==> config.mk <==
export PLATFORM = sky130hd
export DESIGN_NAME = tawas_ld_wb
export DESIGN_NICKNAME = d
export VERILOG_FILES = /design/src/rtl/tawas_pkg.sv /design/src/rtl/tawas_ld_wb_chk.sv /design/src/rtl/tawas_ld_wb_fifo.sv /design/src/rtl/tawas_ld_wb.sv
export SDC_FILE = /design/constraint.sdc
export NUM_CORES = 1
export LEC_CHECK = 0
export CELL_PAD_IN_SITES_DETAIL_PLACEMENT = 1
export CELL_PAD_IN_SITES_GLOBAL_PLACEMENT = 1
export CORE_ASPECT_RATIO = 0.6
export CORE_MARGIN = 2
export CORE_UTILIZATION = 50
export DETAILED_ROUTE_END_ITERATION = 10
export MAX_ROUTING_LAYER = met4
export PLACE_DENSITY_LB_ADDON = 0.12
export SLEW_MARGIN = 10
export SYNTH_ARGS = -nofsm -noshare
export SYNTH_HDL_FRONTEND = slang
export SYNTH_SLANG_ARGS = --single-unit
==> constraint.sdc <==
create_clock -name clk -period 5.5 [get_ports clk]
set_input_delay 0.55 -clock clk [delete_from_list [all_inputs] [get_ports clk]]
set_output_delay 0.55 -clock clk [all_outputs]
set_load 0.01 [all_outputs]
==> src/rtl/tawas_pkg.sv <==
// Shared types and issue-rule helper for the Tawas load-return writeback queue.
// The optional same-cycle bypass is enabled with TAWAS_LD_WB_BYPASS_EN.
package tawas_pkg;

    localparam int TAWAS_NUM_THREADS = 16;
    localparam int TAWAS_NUM_REGS    = 8;

    typedef struct packed {
        logic [3:0]  thread;
        logic [2:0]  regn;
        logic [31:0] data;
    } tawas_ld_entry_t;

    // A load may use the store port only when it cannot collide with the pipeline writeback.
    function automatic logic tawas_can_issue(
        input logic                        pipe_wb_en,
        input logic [3:0]                  pipe_wb_thread,
        input logic                        pipe_store_busy,
        input logic [TAWAS_NUM_REGS-1:0]   pipe_reg_mask,
        input logic [3:0]                  thread,
        input logic [2:0]                  regn
    );
        logic port_free;
        port_free = !pipe_wb_en || ((pipe_wb_thread == thread) && !pipe_store_busy);
        return port_free && !pipe_reg_mask[regn];
    endfunction

endpackage

==> src/rtl/tawas_ld_wb_chk.sv <==
// Checker: per-thread pending counters must never overflow or underflow.
module tawas_ld_wb_chk #(
    parameter int DEPTH = 4,
    parameter int NT    = 16,
    parameter int CW    = 3
) (
    input logic                   clk,
    input logic                   rst_n,
    input logic [NT-1:0]          i_inc,
    input logic [NT-1:0]          i_dec,
    input logic [NT-1:0][CW-1:0]  i_cnt
);

    // Flag any increment of a saturated counter or decrement of an empty one.
    always @(posedge clk) begin
        if (rst_n) begin
            for (int t = 0; t < NT; t++) begin
                if (i_inc[t] && !i_dec[t]) begin
                    assert (i_cnt[t] != CW'(DEPTH)) else $error("ld count overflow thread %0d", t);
                end
                if (i_dec[t] && !i_inc[t]) begin
                    assert (i_cnt[t] != '0) else $error("ld count underflow thread %0d", t);
                end
            end
        end
    end

endmodule

==> src/rtl/tawas_ld_wb_fifo.sv <==
// In-order synchronous FIFO of load-return entries; head is the oldest entry.
module tawas_ld_wb_fifo
    import tawas_pkg::*;
#(
    parameter int DEPTH = 4
) (
    input  logic                     clk,
    input  logic                     rst_n,
    input  logic                     i_push,
    input  logic                     i_pop,
    input  tawas_ld_entry_t          i_din,
    output tawas_ld_entry_t          o_head,
    output logic                     o_full,
    output logic                     o_empty,
    output logic [$clog2(DEPTH):0]   o_level
);

    localparam int AW = $clog2(DEPTH);

    tawas_ld_entry_t r_mem [DEPTH];
    logic [AW-1:0]   r_wptr;
    logic [AW-1:0]   r_rptr;
    logic [AW:0]     r_level;
    logic            w_push;
    logic            w_pop;

    assign w_push  = i_push && !o_full;
    assign w_pop   = i_pop && !o_empty;
    assign o_full  = (r_level == (AW+1)'(DEPTH));
    assign o_empty = (r_level == '0);
    assign o_level = r_level;
    assign o_head  = r_mem[r_rptr];

    // Storage array, no reset needed since validity is tracked by the level.
    always_ff @(posedge clk) begin
        if (w_push) begin
            r_mem[r_wptr] <= i_din;
        end
    end

    // Pointers and occupancy; power-of-two depth lets the pointers wrap naturally.
    always_ff @(posedge clk or negedge rst_n) begin
        if (!rst_n) begin
            r_wptr  <= '0;
            r_rptr  <= '0;
            r_level <= '0;
        end else begin
            if (w_push) begin
                r_wptr <= r_wptr + AW'(1);
            end
            if (w_pop) begin
                r_rptr <= r_rptr + AW'(1);
            end
            case ({w_push, w_pop})
                2'b10:   r_level <= r_level + (AW+1)'(1);
                2'b01:   r_level <= r_level - (AW+1)'(1);
                default: r_level <= r_level;
            endcase
        end
    end

endmodule

==> src/rtl/tawas_ld_wb.sv <==
// Load-return writeback queue: buffers bus read responses and slots them into free
// store-port cycles. Define TAWAS_LD_WB_BYPASS_EN for same-cycle issue when empty.
module tawas_ld_wb
    import tawas_pkg::*;
#(
    parameter int DEPTH = 4
) (
    input  logic                            clk,
    input  logic                            rst_n,
    input  logic                            i_rsp_valid,
    output logic                            o_rsp_ready,
    input  logic [3:0]                      i_rsp_thread,
    input  logic [2:0]                      i_rsp_reg,
    input  logic [31:0]                     i_rsp_data,
    input  logic                            i_pipe_wb_en,
    input  logic [3:0]                      i_pipe_wb_thread,
    input  logic                            i_pipe_store_busy,
    input  logic [7:0]                      i_pipe_reg_mask,
    output logic [3:0]                      o_wb_thread,
    output logic                            o_wb_store_en,
    output logic [2:0]                      o_wb_store_reg,
    output logic [31:0]                     o_wb_store_data,
    output logic [TAWAS_NUM_THREADS-1:0]    o_ld_pending,
    output logic [$clog2(DEPTH):0]          o_fifo_level
);

    localparam int CW = $clog2(DEPTH + 1);
    localparam int NT = TAWAS_NUM_THREADS;

    tawas_ld_entry_t         w_head;
    tawas_ld_entry_t         w_rsp;
    logic                    w_full;
    logic                    w_empty;
    logic                    w_accept;
    logic                    w_push;
    logic                    w_head_issue;
    logic                    w_byp;
    logic                    w_issue;
    logic [3:0]              w_src_thread;
    logic [NT-1:0]           w_inc;
    logic [NT-1:0]           w_dec;
    logic [NT-1:0][CW-1:0]   r_cnt;

    assign w_rsp       = '{thread: i_rsp_thread, regn: i_rsp_reg, data: i_rsp_data};
    assign o_rsp_ready = !w_full;
    assign w_accept    = i_rsp_valid && !w_full;
    assign w_push      = w_accept && !w_byp;
    assign w_issue     = w_head_issue || w_byp;

    tawas_ld_wb_fifo #(.DEPTH(DEPTH)) u_fifo (
        .clk     (clk),
        .rst_n   (rst_n),
        .i_push  (w_push),
        .i_pop   (w_head_issue),
        .i_din   (w_rsp),
        .o_head  (w_head),
        .o_full  (w_full),
        .o_empty (w_empty),
        .o_level (o_fifo_level)
    );

    // Issue decision for the queue head and, when configured, the incoming response.
    always_comb begin
        w_head_issue = !w_empty && tawas_can_issue(i_pipe_wb_en, i_pipe_wb_thread,
                            i_pipe_store_busy, i_pipe_reg_mask, w_head.thread, w_head.regn);
`ifdef TAWAS_LD_WB_BYPASS_EN
        w_byp = w_empty && i_rsp_valid && tawas_can_issue(i_pipe_wb_en, i_pipe_wb_thread,
                            i_pipe_store_busy, i_pipe_reg_mask, i_rsp_thread, i_rsp_reg);
`else
        w_byp = 1'b0;
`endif
    end

    // Store-port drive; the thread bus is only taken over when the pipeline is idle.
    always_comb begin
        o_wb_store_en = w_issue;
        if (w_head_issue) begin
            w_src_thread    = w_head.thread;
            o_wb_store_reg  = w_head.regn;
            o_wb_store_data = w_head.data;
        end else if (w_byp) begin
            w_src_thread    = i_rsp_thread;
            o_wb_store_reg  = i_rsp_reg;
            o_wb_store_data = i_rsp_data;
        end else begin
            w_src_thread    = w_head.thread;
            o_wb_store_reg  = 3'd0;
            o_wb_store_data = 32'd0;
        end
        o_wb_thread = (w_issue && !i_pipe_wb_en) ? w_src_thread : i_pipe_wb_thread;
    end

    // Per-thread enqueue/dequeue strobes; bypassed responses never touch the counters.
    always_comb begin
        w_inc = '0;
        w_dec = '0;
        for (int t = 0; t < NT; t++) begin
            w_inc[t] = w_push && (i_rsp_thread == 4'(t));
            w_dec[t] = w_head_issue && (w_head.thread == 4'(t));
        end
    end

    // Outstanding-load counters per thread.
    always_ff @(posedge clk or negedge rst_n) begin
        if (!rst_n) begin
            r_cnt <= '0;
        end else begin
            for (int t = 0; t < NT; t++) begin
                if (w_inc[t] && !w_dec[t]) begin
                    r_cnt[t] <= r_cnt[t] + CW'(1);
                end else if (w_dec[t] && !w_inc[t]) begin
                    r_cnt[t] <= r_cnt[t] - CW'(1);
                end else begin
                    r_cnt[t] <= r_cnt[t];
                end
            end
        end
    end

    // Pending flags derived from the registered counters.
    always_comb begin
        o_ld_pending = '0;
        for (int t = 0; t < NT; t++) begin
            o_ld_pending[t] = (r_cnt[t] != '0);
        end
    end

    tawas_ld_wb_chk #(.DEPTH(DEPTH), .NT(NT), .CW(CW)) u_chk (
        .clk   (clk),
        .rst_n (rst_n),
        .i_inc (w_inc),
        .i_dec (w_dec),
        .i_cnt (r_cnt)
    );

endmodule

==> summary.md <==
| Metric | Value |
|---|---|
| Status | complete, no violations |
| CP peak stage delay | 0.77 ns |
| Number of fill cells | 1627 |
| Global-route usage over all layers | 21.5% |
| Number of cells on the worst reg-to-reg path | 11 |
| Setup TNS | 0 ns |
| Asr flop ratio synth | 26.1% |
| Type of origin of the critical path | register |
| DRT Wirelength | 19.7 mm |
| Vias/cell | 5.38 |
| First-pass GRT wire length | 31.1 mm |
| Max layer used | met4 |
| Final hold violation count | 0 |
| Fin area | 0.0114 sq mm |
| Level count of the clock H-tree | 1 |
| Cells after synthesis | 546 |
| R2R Setup Slk | 1.57 ns |
| IO Port Bufs | 115 |
| Worst-path fanout max | 28 |
| Max-slew violations | 0 |
| Tcrit/Tclk final | 80.2% |
| Leakage power | 4.10 nW |
| Nets | 769 |
| Most instantiated library cell after synthesis | edfxtp_1 |
| RSZ-0062 raised after global routing | no |
| CORE AREA | 0.0181 sq mm |
| DP HPWL | 13.4 mm |
| Synthesized flop and latch total | 211 |
| Worst Hold Class | in -> async |
| Area growth, synth to finish | 22.5% |
| DR WL met3 | 996 um |
| Clock-pin slew on the worst setup and hold paths | 0.06 ns |
| PD cells | 547 mW/mm^2 |
| Placed cells | 892 |
| Cell Chain, Critical Path | mux4_2, xnor2_1, nand2_1, or4_4, a211oi_4, buf_4, and2_1, clkdlybuf4s50_1 |
| Largest cells by area after synthesis | edfxtp_1, dfrtp_1, mux4_2 |
| GRT overflow | 0 |
| Average size of a mapped cell | 17.0 sq um |
| Post_cts resized | 0 |
| Maximum vdd drop | 310 uV |
| Dominant synthesized flop cell | edfxtp_1 |
| Yosys warnings | 0 |
| Power consumption | 0.00622 W |
| Post-CTS Setup Bufs | 0 |
| Critical path arrival | 3.86 ns |
| Maximum capacitance violations | 0 |
| Clock Skews | 0.0120 ns |
| Clock tree sinks | 211 |
| Type of the worst setup path | reg -> out |
| Core Rows | 38 |
| CP max-delay cell | dfrtp_2 |
| Post-synth top area share | 50.4% |
| Clock root buffer master | clkbuf_16 |
| DR WL/cell | 21.2 um |
| Finished Layout Cells | 929 |
| DIE WIDTH | 180 um |
| Final ANT Viol Nets | 0 |
| Routability Congestion | 0.782 |
| Skew-Pair Late Insertion Delay | 0.49 ns |
| Via count | 5001 |
| Synth Net Count | 640 |
| Routed met2 length | 9.06 mm |
| Max-slew headroom at the worst pin | 26.0% |
| Crit. End Element | primary output |
| I/O pins | 116 |
| CTS tree | done |
| Largest net degree at the start of global routing | 56 |
| Die area | 0.0197 sq mm |
| Vias in the first global route | 5447 |
| Cell area after synthesis | 0.00929 sq mm |
| Fmax | 227 MHz |
| Clock Tree Buf Depth | 3 |
| # DRC | 0 |
| Initial Util | 51.3% |
| Num CTS Buffers | 21 |
| Post-synthesis sequential area ratio | 65.2% |
| Synth cell types | 31 |
| Slew at the pin closest to its max-slew limit | 1.11 ns |
| Synth top cells by count | edfxtp_1, dfrtp_1, and2_1 |
| Final setup fails | 0 |
| Terminus of the critical flop-to-flop path | r_cnt[13] |
| Number of DRC markers in iteration 0 | 274 |
| Die Span Y | 110 um |
| Antenna violations before repair | 1 |
| Shortest period the worst path allows | 4.41 ns |
| Ratio of cells with drive above 1 in the final layout | 14.5% |
| First-pass DRT Iterations | 5 |
| CP Data Required Time | 4.95 ns |
| R2R Path Start | u_fifo.r_rptr[1] |
| Met1 wire length | 9.38 mm |
| Area leader, netlist | edfxtp_1 |
| DP Area | 0.0107 sq mm |
| Post-synth EDFFs | 156 |
| Cts hold-fix bufs | 0 |
kinds of logic after synthesis:
family | after synthesis | synth area share, %
multiplexers | 69 | 12.9
XOR/XNOR | 58 | 5.47
buffers and inverters | 39 | 2.07
AND/OR/NAND/NOR | 128 | 7.37
adder cells (fa/ha/maj) | 38 | 6.49
AO/OA/AOI/OAI | 3 | 0.431
flip-flops | 211 | 65.2
routing by layer:
layer	track usage, %	vias to the layer above
met3	3.58	25
met4	4.36	0
met2	32.5	121
met5	-	-
met1	31.4	2588
li1	-	2267
metrics by stage:
| step | utilization (%) | setup WS (ns) | hold WS [ns] |
|---|---|---|---|
| global placement | 59.0 | 1.54 | 0.449 |
| global route | 62.8 | 0.840 | 0.246 |
| finish | 62.8 | 1.09 | 0.188 |
| detailed placement | 59.0 | 1.53 | 0.451 |
| CTS | 62.8 | 1.02 | 0.220 |
| floorplan | - | 2.03 | 0.254 |
critical path, delay by kind of cell, from the launching register on:
family | cells | cell delay [ns]
AO/OA/AOI/OAI | 1 | 0.26
AND/OR/NAND/NOR | 3 | 0.82
multiplexers | 1 | 0.48
flip-flops | 1 | 0.77
buffers and inverters | 2 | 0.89
XOR/XNOR | 1 | 0.17
report_power, final:
part / internal, W / total (W) / switching (W)
logic: 0.00117 / 0.00228 / 0.00110
clock network: 0.000889 / 0.00146 / 0.000573
registers: 0.00218 / 0.00248 / 0.000297
total: 0.00425 / 0.00622 / 0.00197
flip-flops by register name, summed over array words and instances (netlist names):
signal	count
u_fifo.r_mem	156
r_cnt	48
u_fifo.o_level	3
u_fifo.r_rptr	2
u_fifo.r_wptr	2
layout make-up:
type                            count  area [sq um]  area share [%]
Antenna cell                        1          2.50          0.0220
Sequential cell                   211          6060            53.3
Tap cell                          240           300            2.64
Multi-Input combinational cell    296          3040            26.7
Timing Repair Buffer              120          1180            10.4
Inverter                           25          93.8           0.825
Clock inverter                      9           144            1.26
Clock buffer                       27           548            4.82
cell usage in the layout, fill, tap and decap left out, types with 18 or more instances in the layout:
cell | synthesis | final
and2_1 | 38 | 38
clkbuf_16 | 0 | 21
clkdlybuf4s50_1 | 0 | 114
dfrtp_1 | 55 | 53
edfxtp_1 | 156 | 156
ha_1 | 21 | 21
inv_1 | 24 | 24
mux2_2 | 18 | 18
mux4_2 | 36 | 36
nand3_1 | 18 | 18
nor2_1 | 34 | 34
xnor2_1 | 22 | 22
xor2_1 | 36 | 36
worst max path at each step:
| stage | endpoint | slack (ns) | cells after the start | startpoint |
|---|---|---|---|---|
| after floorplan | r_cnt[31] | 2.03 | 12 | u_fifo.r_rptr[1] |
| after global placement | o_wb_store_data[27] | 1.54 | 7 | u_fifo.r_rptr[0] |
| after detailed placement | r_cnt[43] | 1.53 | 10 | u_fifo.r_rptr[0] |
| after CTS | o_wb_store_reg[2] | 1.02 | 7 | u_fifo.r_rptr[0] |
| after global routing | o_wb_store_data[26] | 0.84 | 7 | u_fifo.r_rptr[0] |
| final | o_wb_store_reg[2] | 1.09 | 8 | u_fifo.r_rptr[1] |
Power figures use the tool's default switching activity.
